===== src/rtl/button_debouncer_if.sv =====
// Button debouncer signal bundle: raw level in, debounced level, strobes and status out.
// Combinational wiring only; strobes are free-running and have no backpressure.
interface button_debouncer_if;
    logic       button_raw;
    logic       button;
    logic       press_pulse;
    logic       release_pulse;
    logic       busy;
    logic [7:0] bounce_count;

    modport master (
        output button_raw,
        input  button, press_pulse, release_pulse, busy, bounce_count
    );

    modport slave (
        input  button_raw,
        output button, press_pulse, release_pulse, busy, bounce_count
    );
endinterface


===== src/rtl/button_debouncer.sv =====
// Push-button debouncer: synchroniser chain feeding a 4-state qualifier FSM with registered outputs.
// Latency SYNC_STAGES+DEBOUNCE_CYCLES edges; no backpressure, strobes are single-cycle and free-running.
module button_debouncer #(
    parameter int SYNC_STAGES     = 2,   // 2..4
    parameter int DEBOUNCE_CYCLES = 16   // 2..65535
) (
    input  logic               clk,
    input  logic               rst_n,
    button_debouncer_if.slave  dbif
);

    localparam int CNT_W = $clog2(DEBOUNCE_CYCLES + 1);
    localparam logic [CNT_W-1:0] CNT_LAST = CNT_W'(DEBOUNCE_CYCLES - 1);
    localparam logic [CNT_W-1:0] CNT_ONE  = CNT_W'(1);

    typedef enum logic [1:0] {
        IDLE_LOW  = 2'd0,
        WAIT_HIGH = 2'd1,
        IDLE_HIGH = 2'd2,
        WAIT_LOW  = 2'd3
    } state_t;

    logic [SYNC_STAGES-1:0] sync_q;
    logic                   s;
    state_t                 state;
    logic [CNT_W-1:0]       cnt;
    logic                   button_q;
    logic                   press_q;
    logic                   release_q;
    logic                   busy_q;
    logic [7:0]             bounce_q;

    // Only the first stage ever sees the asynchronous input.
    always_ff @(posedge clk or negedge rst_n) begin
        if (!rst_n) begin
            sync_q <= '0;
        end else begin
            sync_q <= {sync_q[SYNC_STAGES-2:0], dbif.button_raw};
        end
    end

    assign s = sync_q[SYNC_STAGES-1];

    always_ff @(posedge clk or negedge rst_n) begin
        if (!rst_n) begin
            state     <= IDLE_LOW;
            cnt       <= '0;
            button_q  <= 1'b0;
            press_q   <= 1'b0;
            release_q <= 1'b0;
            busy_q    <= 1'b0;
            bounce_q  <= 8'd0;
        end else begin
            press_q   <= 1'b0;
            release_q <= 1'b0;
            case (state)
                IDLE_LOW: begin
                    button_q <= 1'b0;
                    if (s) begin
                        state  <= WAIT_HIGH;
                        cnt    <= CNT_ONE;
                        busy_q <= 1'b1;
                    end else begin
                        cnt    <= '0;
                        busy_q <= 1'b0;
                    end
                end
                WAIT_HIGH: begin
                    if (s) begin
                        if (cnt == CNT_LAST) begin
                            state    <= IDLE_HIGH;
                            cnt      <= '0;
                            button_q <= 1'b1;
                            press_q  <= 1'b1;
                            busy_q   <= 1'b0;
                        end else begin
                            cnt <= cnt + CNT_ONE;
                        end
                    end else begin
                        state  <= IDLE_LOW;
                        cnt    <= '0;
                        busy_q <= 1'b0;
                        if (bounce_q != 8'hFF) bounce_q <= bounce_q + 8'd1;
                    end
                end
                IDLE_HIGH: begin
                    button_q <= 1'b1;
                    if (!s) begin
                        state  <= WAIT_LOW;
                        cnt    <= CNT_ONE;
                        busy_q <= 1'b1;
                    end else begin
                        cnt    <= '0;
                        busy_q <= 1'b0;
                    end
                end
                WAIT_LOW: begin
                    if (!s) begin
                        if (cnt == CNT_LAST) begin
                            state     <= IDLE_LOW;
                            cnt       <= '0;
                            button_q  <= 1'b0;
                            release_q <= 1'b1;
                            busy_q    <= 1'b0;
                        end else begin
                            cnt <= cnt + CNT_ONE;
                        end
                    end else begin
                        state  <= IDLE_HIGH;
                        cnt    <= '0;
                        busy_q <= 1'b0;
                        if (bounce_q != 8'hFF) bounce_q <= bounce_q + 8'd1;
                    end
                end
                // Recovery path for a corrupted state register.
                default: begin
                    state    <= IDLE_LOW;
                    cnt      <= '0;
                    button_q <= 1'b0;
                    busy_q   <= 1'b0;
                end
            endcase
        end
    end

    assign dbif.button        = button_q;
    assign dbif.press_pulse   = press_q;
    assign dbif.release_pulse = release_q;
    assign dbif.busy          = busy_q;
    assign dbif.bounce_count  = bounce_q;

endmodule


===== src/flat_wrapper.sv =====
// flat-port wrapper written by rule: the top's interface ports become plain ports
module button_debouncer_flat 
#(
    parameter int SYNC_STAGES     = 2,          
    parameter int DEBOUNCE_CYCLES = 16              
)
  (clk, rst_n, dbif_button_raw, dbif_button, dbif_press_pulse, dbif_release_pulse, dbif_busy, dbif_bounce_count);
  button_debouncer_if dbif_i ();
  input  logic clk;
  input  logic rst_n;
  input wire logic [$bits(dbif_i.button_raw)-1:0] dbif_button_raw;
  output wire logic [$bits(dbif_i.button)-1:0] dbif_button;
  output wire logic [$bits(dbif_i.press_pulse)-1:0] dbif_press_pulse;
  output wire logic [$bits(dbif_i.release_pulse)-1:0] dbif_release_pulse;
  output wire logic [$bits(dbif_i.busy)-1:0] dbif_busy;
  output wire logic [$bits(dbif_i.bounce_count)-1:0] dbif_bounce_count;
  assign dbif_i.button_raw = dbif_button_raw;
  assign dbif_button = dbif_i.button;
  assign dbif_press_pulse = dbif_i.press_pulse;
  assign dbif_release_pulse = dbif_i.release_pulse;
  assign dbif_busy = dbif_i.busy;
  assign dbif_bounce_count = dbif_i.bounce_count;
  button_debouncer #(.SYNC_STAGES(SYNC_STAGES), .DEBOUNCE_CYCLES(DEBOUNCE_CYCLES)) u_core (.clk(clk), .rst_n(rst_n), .dbif(dbif_i));
endmodule

===== config.mk =====
export PLATFORM = sky130hd
export DESIGN_NAME = button_debouncer_flat
export DESIGN_NICKNAME = d
export VERILOG_FILES = /design/src/rtl/button_debouncer_if.sv /design/src/rtl/button_debouncer.sv /design/src/flat_wrapper.sv
export SDC_FILE = /design/constraint.sdc
export NUM_CORES = 1
export LEC_CHECK = 0
export ABC_CLOCK_PERIOD_IN_PS = 1910
export BUFFER_PORTS_ARGS = -buffer_cell sky130_fd_sc_hd__buf_4
export CORE_UTILIZATION = 49
export DETAILED_ROUTE_END_ITERATION = 8
export GPL_TIMING_DRIVEN = 0
export PLACE_DENSITY_LB_ADDON = 0.15
export SLEW_MARGIN = 20
export SYNTH_ARGS = -nofsm -noshare
export SYNTH_HDL_FRONTEND = slang
export SYNTH_SLANG_ARGS = --single-unit

===== constraint.sdc =====
create_clock -name clk -period 1.91 [get_ports clk]
set_input_delay 0.2865 -clock clk [delete_from_list [all_inputs] [get_ports clk]]
set_output_delay 0.2865 -clock clk [all_outputs]
set_load 0.01 [all_outputs]

**After elaboration in Yosys (flattened, before gate mapping)**

Index checks and enable logic that the tools add are counted.

- Register bits after elaboration: 21
- Input bits: 3
- Output and inout bits: 12
- Word-level logic and storage cells: 63

- $add $sub $neg: 2
- Eq/ne operators: 15
- Mux-type cells: 33
- Reductions and logical operators: 5

Operators by type and width:

| cell | number |
|---|---|
| two-way mux 8 bit | 3 |
| case mux 5 bit (4 select lines) | 1 |
| two-way mux 1 bit | 16 |
| case mux 8 bit (2 select lines) | 1 |
| two-way mux 5 bit | 3 |
| two-way mux 2 bit | 6 |
| != test 2 x 1 -> 1 bit, second input constant | 5 |
| adder 8 x 1 -> 8 bit, second input constant | 1 |
| != test 8 bit, second input constant | 1 |
| case mux 1 bit (4 select lines) | 2 |
| case mux 2 bit (4 select lines) | 1 |
| AND reduction 4 bit | 2 |
| != test 2 bit, second input constant | 3 |
| adder 5 x 1 -> 5 bit, second input constant | 1 |
| == test 5 x 4 -> 1 bit, second input constant | 1 |
| == test 2 bit, second input constant | 2 |
| != test 3 x 1 -> 1 bit, second input constant | 1 |
| != test 3 bit, second input constant | 1 |
| AND reduction 3 bit | 1 |
| == test 2 x 1 -> 1 bit, second input constant | 1 |
| zero test 2 bit | 1 |
| nonzero test 2 bit | 1 |

**Longest topological paths before layout**

- Word-level depth: 4
- Gate-level depth with buffers: 6
- Mapped depth without buffers: 6

**Least setup slack after synthesis**

OpenSTA, ideal clock, no wires.

- Path kind: flip-flop to flip-flop
- From: reg (tool-made name)
- To: reg u_core.bounce_q[1], in the netlist u_core.dbif.bounce_count[1]
- Arrival time: 1654 ps
- Slack: 131 ps
- Cell stages (with the launch flop): 7
- Buffers on the path: 0
- Clock period less this slack: 1779 ps
- Cells stage by stage: dfrtp_1 -> inv_1 -> ha_1 -> and3b_2 -> or2_2 -> nand2_1 -> mux2_2

RTL lines:

| element | RTL line | RTL |
|---|---|---|
| end signal: assignment | button_debouncer.sv:83 | `if (bounce_q != 8'hFF) bounce_q <= bounce_q + 8'd1;` |
| end signal: assignment | button_debouncer.sv:112 | `if (bounce_q != 8'hFF) bounce_q <= bounce_q + 8'd1;` |
| end: declaration | button_debouncer.sv:31 | `logic [7:0] bounce_q;` |

==> results.cfg <==
[placed_design]
post-place-ws_ns = -0.0244
place_congestion = 0.809
place_area_um2 = 1190
port_buffers = 14
dp_cells = 135
dpl.hpwl_mm = 1.24

[worst_setup_path]
critical_path_arrival_ns = 2.00
reg2reg_to = u_core.dbif.bounce_count[1]
ff2ff_setup_slack_ns = 0.11
start_kind = flip-flop
cp_max_fo = 7
cp-end-kind = flip-flop
path_class = flip-flop to flip-flop
reg2reg_depth = 6
critPathRequiredTime_ns = 2.11

[yosys]
synth_cells = 94
yosysTopAreaCell = dfrtp_1
avgSynthCellArea_um2 = 11.2
yosysSeqAreaShare_pct = 50.0
netlist_area_um2 = 1050
synth-compound-area-share_pct = 12.9
synth_top_family_by_area = simple AND/OR/NAND/NOR gates
netlist_top_cells_area = dfrtp_1 (50%), ha_1 (8.3%), mux2_2 (3.2%), a21oi_1 (2.9%), nand2_1 (2.1%)
synth.distinct_cells = 35
netlist.area_leader.share_pct = 50.0
muxShareOfSynthArea_pct = 4.64
synthSimpleGateAreaFrac_pct = 18.8
ys_warn_count = 0
synthAdderAreaFrac_pct = 8.33
ys_ff_latch = 21
syn_nets = 104
synth_xor_area_share_pct = 2.50

[routing]
routed_via_density = 5.14
ant_nets = 0
first_pass_iters = 4
wl_per_cell_um = 12.2
drc = 0
drt_iter0_drc = 7
via_count = 719
wirelength_mm = 1.71

[timing]
max_freq_ghz = 0.556
worst_clock_skew_ns = 0.00324
worst_pin_slew_ns = 0.403
rsz0062_at_grt = no
hold_violations = 0
setup_viol = 0
period_share_pct = 94.2
finalWorstPathRequiredPeriod_ns = 1.80
setup_slack_ns = 0.110
max-slew-margin-rel_pct = 73.0
slew_violations = 0

[status]
outcome = finished, final reports clean

[clock_tree]
clk_latency_ns = 0.31
cts_buffers = 3
cts_setup_buffers = 0
root_buffer = clkbuf_4
clockBufferDepth = 2
clk_pin_slew_ns = 0.11
clock-sinks = 21
htree_levels = 1
cts_tree = done

[power_and_ir_drop]
ir_drop_uv = 925
p_leak_nw = 0.604
powerDensity_nw_per_um2 = 1300
total_power_mw = 1.62

[final_layout]
fin_cells = 140
post-route-util_pct = 62.7
nNetsFinal = 124
drive_gt1_share_pct = 30.1
area_growth_pct = 18.2
design_area_um2 = 1240
n_antenna_cell = 0

[hold_path]
worstHoldEndpoint = u_core.sync_q[0]
hold_class = input port to flip-flop
whs_path_depth = 1
min_from = dbif_button_raw

[die]
start_util_pct = 53.0
die_x_um = 48.3
dieArea_um2 = 2330
row_count = 16
fp.dieH_um = 48.3
core_um2 = 1980
ios = 15

[grt]
antenna_found_initial = 0
grtUsageTotal_pct = 16.7
gr-usage-met2_pct = 25.6
overflow = 0
grt_max_degree = 22
grt_pass1_wl_mm = 2.99
grt_util_met3_pct = 2.83
grt_pass1_vias = 663
grt_busiest_layer = met2
use_met1_pct = 24.0

[flow_run]
drv_cap = 0
## Yosys cell counts, drive strengths merged
master / number
dfrtp: 21
inv: 5
a31oi: 2
nand2: 6
nor2: 4
a211oi: 2
o21ai: 4
o21a: 1
xor2: 2
xnor2: 1
a21boi: 1
and2: 1
nand2b: 3
nand3: 5
mux2: 4
nor3b: 2
and3b: 1
o2111a: 1
nand4b: 1
ha: 7
nor3: 3
and3: 3
a21o: 1
and4: 2
a21oi: 6
buf: 1
or2: 1
o22ai: 1
a41oi: 1
o31ai: 1
## flip-flops by register name, indices dropped and copies added, names as in the netlist, named ones only
signal / cells
u_core.cnt: 5
u_core.dbif.bounce_count: 8
u_core.dbif.busy: 1
u_core.dbif.button: 1
u_core.dbif.press_pulse: 1
u_core.dbif.release_pulse: 1
u_core.state: 1
u_core.sync_q: 2
## stage by stage
| stage | hold slack (ns) | setup TNS, ns |
|---|---|---|
| after global placement | 0.183 | 0 |
| final | 0.0803 | 0 |
| after global routing | 0.0633 | 0 |
| after CTS | 0.0684 | 0 |
| after detailed placement | 0.184 | -0.0244 |
| after floorplan | -0.00909 | 0 |
## cell families after synthesis
group	count (synthesis)
compound gates	21
xor+xnor	3
mux	4
fa+ha+maj	7
flops	21
simple gates	32
buf+inv	6
## layout by cell type (no fill, tap or decap), drive strengths merged
cell type    Yosys  layout
o21a             1       1
buf              1      15
and3b            1       1
nor2             4       4
nand3            5       5
o2111a           1       1
xor2             2       2
nand2            6       6
o21ai            4       4
and4             2       2
a41oi            1       1
and2             1       1
o22ai            1       1
or2              1       1
ha               7       7
nand2b           3       3
dfrtp           21      21
nor3             3       3
a21oi            6       6
nand4b           1       1
a21o             1       1
dlygate4sd3      0       1
xnor2            1       1
inv              5       5
nor3b            2       2
a31oi            2       2
a211oi           2       2
o31ai            1       1
a21boi           1       1
clkbuf           0       4
mux2             4       4
and3             3       3
## report_power, final
part | leakage [nW] | internal, mW | switching [mW]
Combinational | 0.321 | 0.347 | 0.344
Clock | 0.0150 | 0.0816 | 0.135
Sequential | 0.268 | 0.567 | 0.142
## timing repair
item | CTS | global route
hold buffers | 1 | 0
hold endpoints to repair | 21 | 0
gates resized for setup | 1 | 4
endpoints found under the setup margin | 1 | 3
## worst max-delay path by stage
stage,start,end,slack [ns]
global placement,flip-flop,u_core.dbif.bounce_count[1],0.03
detailed placement,flip-flop,u_core.dbif.bounce_count[1],-0.02
finish,flip-flop,u_core.dbif.bounce_count[1],0.11
floorplan,flip-flop,u_core.dbif.bounce_count[1],0.13
global route,flip-flop,u_core.dbif.bounce_count[1],0.05
CTS,flip-flop,u_core.dbif.bounce_count[1],0.006
## metal layers
| layer | share of wire [%] | routed length, um |
|---|---|---|
| met1 | 54 | 919 |
| met2 | 42 | 711 |
| met3 | 3.2 | 55 |
| met4 | 1.5 | 26 |
| met5 | 0 | 0 |
## worst max-delay path, stage by stage (launching register included)
cell and delay (ns):
dfrtp_1 0.43, inv_2 0.11, ha_4 0.17, and3b_2 0.22, or2_2 0.31, nand2_1 0.12, mux2_2 0.34
## area by class of cell
class	instances	area (um^2)
Fill cell	160	739
Multi-Input combinational cell	67	510
Buffer	1	11.3
Clock buffer	4	26.3
Sequential cell	21	527
Timing Repair Buffer	15	115
Inverter	5	18.8
Tap cell	27	33.8
No activity file was read; power rests on OpenSTA's default activity.
